--- config.mk ---
export PLATFORM = sky130hd
export DESIGN_NAME = pipe_ctrl
export DESIGN_NICKNAME = d
export VERILOG_FILES = /design/src/rtl/pipe_pkg.sv /design/src/rtl/sat_counter.sv /design/src/rtl/pipe_ctrl.sv
export SDC_FILE = /design/constraint.sdc
export NUM_CORES = 1
export LEC_CHECK = 0
export CORE_ASPECT_RATIO = 0.75
export CORE_MARGIN = 2
export CORE_UTILIZATION = 49
export DETAILED_ROUTE_END_ITERATION = 16
export PLACE_DENSITY = 0.87
export RECOVER_POWER = 100
export SLEW_MARGIN = 20
export SYNTH_ARGS = -nofsm -noshare
export SYNTH_HDL_FRONTEND = slang
export SYNTH_SLANG_ARGS = --single-unit
--- constraint.sdc ---
create_clock -name clk -period 2.55 [get_ports clk]
set_input_delay 0.255 -clock clk [delete_from_list [all_inputs] [get_ports clk]]
set_output_delay 0.255 -clock clk [all_outputs]
set_load 0.01 [all_outputs]
--- src/rtl/pipe_pkg.sv ---
// rtl/pipe_pkg.sv - shared encodings and widths for the pipeline controller
package pipe_pkg;

   localparam logic [31:0] NOP_INSTR = 32'h0000_0013;
   localparam logic [31:0] PC_RESET  = 32'h0000_0000;
   localparam int          CTRL_W    = 16;
   localparam int          CNT_W     = 16;

   typedef enum logic [1:0] {
      ST_RUN   = 2'd0,
      ST_STALL = 2'd1,
      ST_FLUSH = 2'd2
   } state_e;

   // Sequential fetch wraps naturally at 2^32.
   function automatic logic [31:0] pc_seq(input logic [31:0] pc);
      return pc + 32'd4;
   endfunction

endpackage

--- src/rtl/sat_counter.sv ---
// rtl/sat_counter.sv - enabled up-counter that sticks at all-ones
module sat_counter #(
   parameter int W = 16
) (
   input  logic         clk,
   input  logic         rst_n,
   input  logic         en,
   output logic [W-1:0] cnt
);

   logic [W-1:0] cnt_q, cnt_d;

   always_comb begin
      cnt_d = cnt_q;
      if (en && (cnt_q != {W{1'b1}})) begin
         cnt_d = cnt_q + W'(1);
      end
   end

   always_ff @(posedge clk or negedge rst_n) begin
      if (!rst_n) begin
         cnt_q <= '0;
      end else begin
         cnt_q <= cnt_d;
      end
   end

   assign cnt = cnt_q;

endmodule

--- src/rtl/pipe_ctrl.sv ---
// rtl/pipe_ctrl.sv - fetch PC, IF/ID and ID/EX registers with stall/flush control
module pipe_ctrl
   import pipe_pkg::*;
(
   input  logic              clk,
   input  logic              rst,
   input  logic              pc_stall,
   input  logic              ifid_hold,
   input  logic              bubble_sel,
   input  logic              branch_taken_EX,
   input  logic [31:0]       branch_target_EX,
   input  logic [31:0]       instr_IF,
   input  logic [CTRL_W-1:0] ctrl_ID,
   output logic [31:0]       pc_IF,
   output logic [31:0]       pc_IF_ID,
   output logic [31:0]       instr_IF_ID,
   output logic              valid_IF_ID,
   output logic [CTRL_W-1:0] ctrl_ID_EX,
   output logic              valid_ID_EX,
   output logic [1:0]        state,
   output logic [CNT_W-1:0]  stall_cnt,
   output logic [CNT_W-1:0]  flush_cnt,
   output logic              hz_err
);

   state_e            state_q, state_d;
   logic [31:0]       pc_q, pc_d;
   logic [31:0]       ifid_pc_q, ifid_pc_d;
   logic [31:0]       ifid_instr_q, ifid_instr_d;
   logic              ifid_valid_q, ifid_valid_d;
   logic [CTRL_W-1:0] idex_ctrl_q, idex_ctrl_d;
   logic              idex_valid_q, idex_valid_d;
   logic              hz_err_q, hz_err_d;

   logic in_flush;
   logic stall_eff;
   logic hz_mismatch;

   always_ff @(posedge clk or negedge rst) begin
      if (!rst) begin
         state_q <= ST_RUN;
      end else begin
         state_q <= state_d;
      end
   end

   always_comb begin
      state_d = ST_RUN;
      if (branch_taken_EX) begin
         state_d = ST_FLUSH;
      end else if (stall_eff) begin
         state_d = ST_STALL;
      end
   end

   // The cycle after a redirect holds a bubble in IF/ID, so hazard requests are meaningless then.
   always_comb begin
      in_flush    = (state_q == ST_FLUSH);
      stall_eff   = (pc_stall | ifid_hold | bubble_sel) & ~in_flush & ~branch_taken_EX;
      hz_mismatch = ~in_flush & ~((pc_stall == ifid_hold) && (ifid_hold == bubble_sel));
   end

   always_comb begin
      pc_d         = pc_q;
      ifid_pc_d    = ifid_pc_q;
      ifid_instr_d = ifid_instr_q;
      ifid_valid_d = ifid_valid_q;
      idex_ctrl_d  = idex_ctrl_q;
      idex_valid_d = idex_valid_q;
      hz_err_d     = hz_err_q | hz_mismatch;

      if (branch_taken_EX) begin
         pc_d         = branch_target_EX;
         ifid_instr_d = NOP_INSTR;
         ifid_valid_d = 1'b0;
      end else if (!stall_eff) begin
         pc_d         = pc_seq(pc_q);
         ifid_pc_d    = pc_q;
         ifid_instr_d = instr_IF;
         ifid_valid_d = 1'b1;
      end

      // A killed ID/EX slot always carries zero control so downstream never acts on it.
      if (branch_taken_EX || stall_eff) begin
         idex_ctrl_d  = '0;
         idex_valid_d = 1'b0;
      end else begin
         idex_ctrl_d  = ifid_valid_q ? ctrl_ID : '0;
         idex_valid_d = ifid_valid_q;
      end
   end

   always_ff @(posedge clk or negedge rst) begin
      if (!rst) begin
         pc_q         <= PC_RESET;
         ifid_pc_q    <= PC_RESET;
         ifid_instr_q <= NOP_INSTR;
         ifid_valid_q <= 1'b0;
         idex_ctrl_q  <= '0;
         idex_valid_q <= 1'b0;
         hz_err_q     <= 1'b0;
      end else begin
         pc_q         <= pc_d;
         ifid_pc_q    <= ifid_pc_d;
         ifid_instr_q <= ifid_instr_d;
         ifid_valid_q <= ifid_valid_d;
         idex_ctrl_q  <= idex_ctrl_d;
         idex_valid_q <= idex_valid_d;
         hz_err_q     <= hz_err_d;
      end
   end

   sat_counter #(.W(CNT_W)) u_stall_cnt (
      .clk   (clk),
      .rst_n (rst),
      .en    (stall_eff),
      .cnt   (stall_cnt)
   );

   sat_counter #(.W(CNT_W)) u_flush_cnt (
      .clk   (clk),
      .rst_n (rst),
      .en    (branch_taken_EX),
      .cnt   (flush_cnt)
   );

   assign state       = state_q;
   assign pc_IF       = pc_q;
   assign pc_IF_ID    = ifid_pc_q;
   assign instr_IF_ID = ifid_instr_q;
   assign valid_IF_ID = ifid_valid_q;
   assign ctrl_ID_EX  = idex_ctrl_q;
   assign valid_ID_EX = idex_valid_q;
   assign hz_err      = hz_err_q;

endmodule
**Word level (Yosys, flattened, before mapping)**

Cells that the tools add are included.

- $add $sub $neg: 3
- Mux-type cells: 11
- Bitwise logic cells: 10
- Reduce and logical (&&, ||, !) cells: 5
- Equality and inequality tests: 6

Operators by type and width:

| kind | number |
|---|---|
| two-way mux 32 bit | 4 |
| adder 16 x 1 -> 16 bit, second input constant | 2 |
| adder 32 x 3 -> 32 bit, second input constant | 1 |
| two-way mux 16 bit | 2 |
| != test 16 bit, second input constant | 2 |
| two-way mux 1 bit | 4 |
| inverter 1 bit | 4 |
| AND 1 bit | 3 |
| logical AND 1 bit | 3 |
| OR 1 bit | 3 |
| == test 1 bit | 2 |
| == test 2 bit, second input constant | 1 |
| two-way mux 2 bit | 1 |
| != test 2 bit, second input constant | 1 |
| AND reduction 2 bit | 1 |
| logical OR 1 bit | 1 |

- Output and inout port bits: 149
- Logic and storage cells: 45
- Register bits: 149

**Logic depth before layout (Yosys ltp)**

Gate-level depths: netlist (run 1).

- Word-level depth: 6
- Depth in mapped cells: 8
- Depth with buffers taken out: 7

**By module**

From an unflattened synthesis (run 1), not the netlist that was laid out.

- Cells, all modules: 595
- Area total of the unflattened synthesis: 6636.4 µm²

Modules (own cells, without submodules):

| module | times used | area an instance (µm²) | seq. area each (µm²) | cells each |
|---|---|---|---|---|
| pipe_ctrl | 1 | 4917.2 | 2931.6 | 451 |
| sat_counter | 2 | 859.6 | 400.4 | 72 |

**Worst setup path before layout (run 1)**

Ideal clock, no wire load.

- Kind: reg-to-reg
- From: register pc_q[2], in the netlist pc_IF[2]
- To: register pc_q[14], in the netlist pc_IF[14]
- Clock period less this slack: 1795 ps
- Stages on the path, launching flop included: 7
- Slack: 755 ps
- Data arrival time: 1719 ps
- Cell sequence: dfrtp_1 > ha_1 > nand3_1 > a211o_2 > or3_1 > xor2_1 > o21ai_1

- Word-level cells in the longest chain between the ends: 3

Ends and longest elaborated chain:

| item | RTL line | source |
|---|---|---|
| from (decl) | pipe_ctrl.sv:27 | `logic [31:0] pc_q, pc_d;` |
| from (signal assigned) | pipe_ctrl.sv:103 | `pc_q <= pc_d;` |
| adder 32 x 3 -> 32 bit | pipe_pkg.sv:17 | `return pc + 32'd4;` |
| two-way mux 32 bit | pipe_ctrl.sv:76 | `end else if (!stall_eff) begin` |
| two-way mux 32 bit | pipe_ctrl.sv:72 | `if (branch_taken_EX) begin` |

No other way between the ends. The select of a mux whose other input is x is not followed.
A chain may end at the register's enable or synchronous reset.

**Worst setup path in the final report (run 1)**

- From: register pc_q[2], in the netlist pc_IF[2]
- To: register pc_q[24], in the netlist pc_IF[24]

The elaborated chain is that of the path after synthesis.

==> impl_metrics.ini, run 1 <==
[status]
status = complete, no violations

[logic_synthesis]
synth_area_um2 = 6520
yosys_warnings = 0
synthTopCellsByArea = dfrtp_1, mux2_2, nand2_1
ys_types = 53
synthCells = 596
ys_ff_latch = 149
syn-num-nets = 686
syn_avg_cell_area_um2 = 10.9
yosysTopAreaCell = dfrtp_1
synth_top_area_share = 0.560
yosysSeqAreaShare = 0.572

[finish]
stdcell_count = 1018
antennaDiodeCount = 0
nets = 924
syn2layout_area_growth_pct = 46.8
n_fill_cell = 870
layout_common_cells = dlygate4sd3_1, dfrtp_1, nand2_1, clkdlybuf4s50_1, mux2_2
layout_commonest_cell = dlygate4sd3_1
drive_above_1_share = 0.110

[power]
p_comb_frac = 0.216
clkPwrFrac = 0.343
seq_power_share = 0.441
swShare = 0.278
peakVddDrop_mv = 0.591
p_sw_mw = 1.89
p_int_mw = 4.91
powerDensity_nw_per_um2 = 710
p_leak_nw = 4.26

[route]
drtAntennaViolNets = 0
firstDrtPassIters = 5
drt-vias-per-instance = 5.33
dr.first_iter.drc_count = 290
wl_um = 17600
drc_errors = 0
route.detailed.wl_per_inst_um = 17.3
vias = 5431

[floorplan]
fp-row-count = 36
die_x_um = 137
start_util = 0.503
dieHeight_um = 104
core_area_um2 = 13000
die_area_um2 = 14300
io_pins = 235

[sta]
period_share = 0.858
hold_viol = 0
fmax_ghz = 0.457
slew_headroom = 0.101
rsz0062_at_grt = no
drv_slew = 0
timing.setup.tns_ps = 0
period_needed_ps = 2190
setup_viol = 0
fin_skew_ps = 6.15
worst_pin_slew_ps = 1350

[placed_design]
gp_congestion = 0.812
post-place-cells = 985
io_buffers = 234
dp_hpwl_um = 12800

[clocking]
path_clk_slew_ps = 60
clock_latency_ps = 410
clock-sinks = 149
htreeDepth = 4
post_cts_resized = 0
cts_setup_buffers = 0
cts_root_buffer = clkbuf_16
clock_path_buffers = 2
cts_tree = built
cts_buffers = 17

[hold_path]
whs_path_depth = 3
hold_class = input port to flip-flop
min_to = instr_IF_ID[0]
hp-start = instr_IF[0]

[critical_path]
worstPathArrival_ps = 2420
r2r-start = pc_IF[2]
crit_required_ps = 2780
critPathKind = flip-flop to flip-flop
cp-end-kind = flip-flop
cp_max_fo = 5
startpoint = pc_IF[2]
startpoint_type = flip-flop
worstRegToRegCells = 6
rrSetupSlack_ps = 360
worst_r2r_endpoint = pc_IF[24]

[global_route]
grt_max_degree = 70
grt.total_usage = 0.259
antenna_found_initial = 0
grt_pass1_vias = 5690
grt_pass1_wl_um = 28900
overflow = 0

[job]
drv_cap = 0
==> kinds of logic after synthesis <==
family	synth area share
adder cells (fa/ha/maj)	0.00767
flip-flops	0.572
AND/OR/NAND/NOR	0.187
AO/OA/AOI/OAI	0.0635
buffers and inverters	0.0242
XOR/XNOR	0.0712
multiplexers	0.0746
==> what timing repair did <==
action | in CTS | in global routing
setup endpoints to repair | 0 | 0
hold buffers | 1 | 0
hold endpoints to repair | 45 | 0
==> cell usage after synthesis, drive strengths merged <==
library cell / number
ha: 4
a211oi: 3
a31oi: 1
xnor2: 30
clkbuf: 16
and4: 6
inv: 8
or3: 3
xor2: 23
nor4: 8
nor4b: 2
a2111oi: 1
nor2: 23
or4: 1
o21ai: 28
nand2: 111
and3: 11
dfstp: 3
nor2b: 1
nor3b: 1
mux2i: 1
and2: 18
nand4: 17
nand4b: 2
and2b: 1
nand2b: 3
dfrtp: 146
mux2: 42
or2: 2
buf: 10
o21a: 1
nor3: 5
a21oi: 34
a41oi: 1
nand3b: 1
a211o: 1
o22ai: 1
nand3: 25
a311o: 1
==> critical path, stage by stage (launching register included) <==
cell     delay [ps]
dfrtp_1         450
ha_1            220
nand3_1         170
nor4_1          670
nand3_1         220
xor2_1          180
o21ai_0         100
==> layer usage <==
layer	GRT usage	part of all wire	up-vias
met5	0	0	-
met3	0.0799	0.081	23
met1	0.335	0.40	2661
met4	0.0854	0.018	0
li1	-	-	2522
met2	0.417	0.50	225
==> worst max-delay path by stage <==
stage                      to  slack [ps]
floorplan           pc_IF[14]         750
global placement    pc_IF[29]         240
detailed placement  pc_IF[23]         170
CTS                 pc_IF[31]         490
global route        pc_IF[26]         180
finish              pc_IF[24]         360
==> registers in the layout (all words and copies together), names as in the netlist, 2 cells and up <==
signal           cells
u_flush_cnt.cnt     16
state                2
instr_IF_ID         32
u_stall_cnt.cnt     16
ctrl_ID_EX          16
pc_IF_ID            32
pc_IF               32
==> power by group through the flow <==
stage                     registers [mW]  clock network (mW)  logic, mW
after global placement              3.02                   0       1.56
after CTS                           3.01                2.37       1.63
final                               3.00                2.33       1.47
after floorplan                     3.13                   0      0.505
after detailed placement            3.05                   0       1.61
after global routing                3.05                2.49       1.60
==> cell type report <==
cell class	instances	area, um2	share of cell area
Multi-Input combinational cell	413	2600	0.271
Inverter	8	30.0	0.00314
Sequential cell	149	3730	0.390
Timing Repair Buffer	245	2450	0.256
Clock buffer	23	478	0.0499
Clock inverter	9	77.6	0.00810
Tap cell	171	214	0.0223
==> through the flow <==
step	hold WS, ps	power [mW]	cell area, um2	util	setup slack [ps]
after floorplan	-40.6	3.64	6520	-	755
after CTS	131	7.01	9640	0.743	492
after global placement	219	4.59	9080	0.700	238
final	371	6.80	9580	0.738	361
after global routing	396	7.14	9580	0.738	180
after detailed placement	230	4.66	9080	0.700	166
No activity file was read; power rests on OpenSTA's default activity.
==> run 2: changes to the inputs <==
--- a/config.mk
+++ b/config.mk
@@ -6,7 +6,6 @@
 export NUM_CORES = 1
 export LEC_CHECK = 0
 export CORE_ASPECT_RATIO = 0.75
-export CORE_MARGIN = 2
 export CORE_UTILIZATION = 49
 export DETAILED_ROUTE_END_ITERATION = 16
 export PLACE_DENSITY = 0.87
@@ -15,3 +14,4 @@
 export SYNTH_ARGS = -nofsm -noshare
 export SYNTH_HDL_FRONTEND = slang
 export SYNTH_SLANG_ARGS = --single-unit
+export TNS_END_PERCENT = 30
==> run 2 against run 1 <==
- setup slack better by 13 ps
- utilization is essentially flat
- total power increased by 0.59%
- largest cell class unchanged
- sequential power about the same
- first-iteration DRC count is 18% higher
- routed wire length is 0.98% lower
- clock-buffer cell count unchanged
- non-clock buffer count is 1 lower
- highest routed layer unchanged
==> impl_metrics.ini, run 2 (same netlist as run 1, synthesis figures left out) <==
[critical_path]
cp_max_fo = 8
startpoint = pc_IF[2]
worst_r2r_endpoint = pc_IF[29]
worstRegToRegCells = 5
worstPathArrival_ps = 2470
crit_required_ps = 2850
critPathKind = flip-flop to flip-flop
crit_slowest_cell = a2111oi_4
cp-end-kind = flip-flop
cp-endpoint = pc_IF[29]
rrSetupSlack_ps = 370
max_stage_delay_ps = 650
startpoint_type = flip-flop
r2r-start = pc_IF[2]
cp_cell_sequence = nand3_1 -> a2111oi_4 -> nand4_1 -> xnor2_1 -> mux2_2

[global_route]
antenna_found_initial = 0
overflow = 0
grt_max_degree = 65
grt_pass1_wl_um = 27000
grt.total_usage = 0.258
grt_pass1_vias = 5310

[sta]
rsz0062_at_grt = no
setup_viol = 0
fmax_ghz = 0.460
slew_headroom = 0.126
fin_skew_ps = 6.50
period_needed_ps = 2180
fin_hold_ws_ps = 187
timing.setup.tns_ps = 0
hold_viol = 0
drv_slew = 0
period_share = 0.853
worst_pin_slew_ps = 1310

[clocking]
htreeDepth = 4
clock_latency_ps = 420
cts_setup_buffers = 0
clock_path_buffers = 2
cts_tree = built
clock-sinks = 149
path_clk_slew_ps = 60
cts_root_buffer = clkbuf_16
cts_buffers = 17

[hold_path]
hold_class = input port to flip-flop

[floorplan]
fp-row-count = 36
dieHeight_um = 102
core_area_um2 = 13000
die_area_um2 = 13800
io_pins = 235
start_util = 0.503
die_x_um = 135

[placed_design]
place_area_um2 = 9060
gp_congestion = 0.822
dp_hpwl_um = 12700
io_buffers = 234

[finish]
drive_above_1_share = 0.111
layout_common_cells = dlygate4sd3_1, dfrtp_1, nand2_1, clkdlybuf4s50_1, mux2_2
n_fill_cell = 847
antennaDiodeCount = 0
postLayoutCellArea_um2 = 9570
syn2layout_area_growth_pct = 46.7
multiInputGateArea_um2 = 2610
nets = 923
regArea_um2 = 3730
layout_commonest_cell = dlygate4sd3_1

[route]
firstDrtPassIters = 4
drtAntennaViolNets = 0
vias = 5342
drc_errors = 0
drt-vias-per-instance = 5.25
dr.first_iter.drc_count = 343
wl_um = 17400
route.detailed.wl_per_inst_um = 17.1

[power]
p_int_mw = 4.93
p_comb_frac = 0.215
powerDensity_nw_per_um2 = 715
swShare = 0.279
seq_power_share = 0.438
peakVddDrop_mv = 0.498
p_sw_mw = 1.91
clkPwrFrac = 0.347
p_leak_nw = 4.26

[status]
status = complete, no violations

[job]
drv_cap = 0
run 2: worst max-delay path: cells and delay by family, from the launching register on:
family,cells,cell delay (ps)
flops,1,460
mux,1,260
simple gates,2,530
xor+xnor,1,160
compound gates,1,650
run 2: layout make-up:
class | instances | share of cell area
clock inverters | 9 | 0.00797
inverters | 8 | 0.00314
clock buffers | 23 | 0.0510
well taps | 171 | 0.0224
multi-input cells | 413 | 0.272
repair buffers | 244 | 0.254
flip-flops and latches | 149 | 0.390
run 2: power by group through the flow:
stage	combinational, mW	sequential (mW)	clock, mW
after floorplan	0.505	3.13	0
after global placement	1.56	3.01	0
after detailed placement	1.61	3.05	0
after CTS	1.62	3.01	2.41
after global routing	1.58	3.05	2.51
final	1.47	3.00	2.38
run 2: worst min path at each step:
| stage | cells past startpoint | endpoint | start |
|---|---|---|---|
| floorplan | 0 | ctrl_ID_EX[0] | rst |
| global placement | 1 | pc_IF[8] | rst |
| detailed placement | 1 | pc_IF_ID[11] | rst |
| CTS | 1 | state[1] | branch_taken_EX |
| global route | 1 | state[1] | branch_taken_EX |
| finish | 1 | state[1] | branch_taken_EX |
run 2: what timing repair did:
action,CTS,global route
gates resized for setup,0,0
endpoints found under the hold margin,45,0
hold buffers,1,0
run 2: stage by stage:
stage	setup WS (ps)	power, mW	util	instances
after floorplan	755	3.64	-	596
after global placement	245	4.57	0.698	984
after detailed placement	149	4.66	0.698	984
after CTS	496	7.04	0.743	1017
after global routing	198	7.14	0.738	1017
final	374	6.84	0.738	1017
run 2: metal layers:
metal | track usage | up-vias | part of all wire
li1 | - | 2527 | -
met1 | 0.313 | 2588 | 0.41
met2 | 0.445 | 209 | 0.51
met3 | 0.0675 | 18 | 0.072
met4 | 0.100 | 0 | 0.011
met5 | 0 | - | 0
==> run 3: changes to the inputs <==
--- a/config.mk
+++ b/config.mk
@@ -6,9 +6,10 @@
 export NUM_CORES = 1
 export LEC_CHECK = 0
 export CORE_ASPECT_RATIO = 0.75
-export CORE_UTILIZATION = 49
+export CORE_UTILIZATION = 41
+export CTS_CLUSTER_SIZE = 20
 export DETAILED_ROUTE_END_ITERATION = 16
-export PLACE_DENSITY = 0.87
+export PLACE_DENSITY = 0.77
 export RECOVER_POWER = 100
 export SLEW_MARGIN = 20
 export SYNTH_ARGS = -nofsm -noshare
==> constraint.sdc (replaced) <==
create_clock -name clk -period 1.9 [get_ports clk]
set_input_delay 0.19 -clock clk [delete_from_list [all_inputs] [get_ports clk]]
set_output_delay 0.19 -clock clk [all_outputs]
set_load 0.01 [all_outputs]
==> run 3 against run 2 <==
- utilization shrank 7.6 points
- critical path depth grew 1
- non-clock buffer count up 51
- hold slack gained 120 ps
- cell count increased by 8.4%
- clock-buffer cell count shrank 3
- clock power rose by 55%
- final area grew 6.4%
- combinational power increased by 59%
- first-iteration DRC count is 34% lower
- die area up 19%
- critical path type unchanged
- highest routed layer unchanged
==> impl_metrics.ini, run 3 (same netlist as run 1, synthesis figures left out) <==
[status]
status = complete, no violations

[sta]
setup_ws_ps = 69.7
worst_pin_slew_ps = 1190
fmax_ghz = 0.546
fin_skew_ps = 6.15
setup_viol = 0
rsz0062_at_grt = yes
drv_slew = 0
period_needed_ps = 1830
period_share = 0.963
slew_headroom = 0.205
hold_viol = 0
fin_hold_ws_ps = 304

[critical_path]
max_stage_delay_ps = 430
crit_family = flip-flops
cp-end-kind = flip-flop
rrSetupSlack_ps = 70
crit_required_ps = 2200
worstPathArrival_ps = 2130
cp_max_fo = 6
r2r-start = pc_IF[5]
critPathKind = flip-flop to flip-flop
cp_cell_sequence = nand3_1 -> a2111oi_4 -> buf_4 -> nand4_1 -> xnor2_1 -> mux2_2
path_buf_inv = 1
worstRegToRegCells = 6
startpoint_type = flip-flop
worst_r2r_endpoint = pc_IF[29]
crit_slowest_cell = dfrtp_1

[clocking]
clock_latency_ps = 420
cts_tree = built
clock-sinks = 149
htreeDepth = 4
path_clk_slew_ps = 60
cts_buffers = 17
cts_root_buffer = clkbuf_16
clock_path_buffers = 2

[route]
firstDrtPassIters = 4
drt-vias-per-instance = 5.01
drc_errors = 0
wl_um = 18200
drtAntennaViolNets = 0
vias = 5526
route.detailed.wl_per_inst_um = 16.5
dr.first_iter.drc_count = 228

[finish]
n_fill_cell = 1217
nets = 974
drive_above_1_share = 0.173
postLayoutCoreUtil = 0.662
layout_commonest_cell = clkdlybuf4s50_1
layout_common_cells = clkdlybuf4s50_1, dfrtp_1, nand2_1, dlygate4sd3_1, buf_4
antennaDiodeCount = 0
syn2layout_area_growth_pct = 56.1
postLayoutCellArea_um2 = 10200

[hold_path]
whs_path_depth = 3
hold_class = input port to flip-flop
min_to = instr_IF_ID[1]
hp-start = instr_IF[1]

[global_route]
grt.total_usage = 0.230
antenna_found_initial = 1
grt_pass1_wl_um = 29300
grt_max_degree = 45
grt_pass1_vias = 5605
overflow = 0

[floorplan]
dieHeight_um = 111
start_util = 0.424
die_area_um2 = 16400
core_area_um2 = 15400
die_x_um = 148
io_pins = 235
fp-row-count = 39

[placed_design]
gp_congestion = 0.789
post-place-ws_ps = -360
place_area_um2 = 9520
io_buffers = 234
dp_hpwl_um = 13400

[power]
powerDensity_nw_per_um2 = 977
p_leak_nw = 4.48
peakVddDrop_mv = 0.804

[job]
drv_cap = 0
run 3: per-stage QoR:
step | std cells | power [mW] | TNS [ps]
detailed placement | 1069 | 6.43 | -21940
floorplan | 596 | 4.88 | 0
global placement | 1069 | 6.38 | -16190
CTS | 1102 | 10.2 | 0
global route | 1102 | 10.4 | -12.8
finish | 1102 | 9.95 | 0
run 3: worst max-delay path by stage:
stage              start   endpoint  slack, ps  depth (start not counted)
5_1_grt         pc_IF[2]  pc_IF[22]         -7                          6
3_5_place_dp   ifid_hold  pc_IF[29]       -360                          9
4_1_cts         state[0]  pc_IF[29]       0.05                          6
2_1_floorplan   pc_IF[2]  pc_IF[14]        100                          6
3_3_place_gp   ifid_hold  pc_IF[31]       -280                          9
6_report        pc_IF[5]  pc_IF[29]         70                          6
run 3: cell type report:
type,instances,area [um2],share of cell area
clock buffer,20,447,0.0439
clock inverter,12,201,0.0198
inverter,8,30.0,0.00295
multi-input combinational,413,2690,0.264
sequential,149,3730,0.367
tap,205,256,0.0252
timing repair buffer,295,2830,0.278
run 3: what timing repair did:
item,in CTS,in global routing
endpoints found under the setup margin,0,33
endpoints found under the hold margin,40,0
setup buffers,0,0
resized for setup,0,8
hold buffers,1,0
run 3: power by group:
group	total [mW]	internal (mW)	switching, mW
Sequential	3.94	3.60	0.340
Combinational	2.33	1.33	1.00
Clock	3.68	2.37	1.31
Total	9.95	7.30	2.65
run 3: worst reg2reg max path: stages (launching register included):
cell       delay [ps]
dfrtp_1           430
nand3_1           220
a2111oi_4         320
buf_4             190
nand4_1           130
xnor2_1           150
mux2_2            260
run 3: metal layers:
metal	share of wire	GRT usage	up-vias
met5	0	0	-
met4	0.0079	0.0481	0
li1	-	-	2628
met2	0.45	0.353	198
met1	0.45	0.309	2689
met3	0.087	0.0877	11
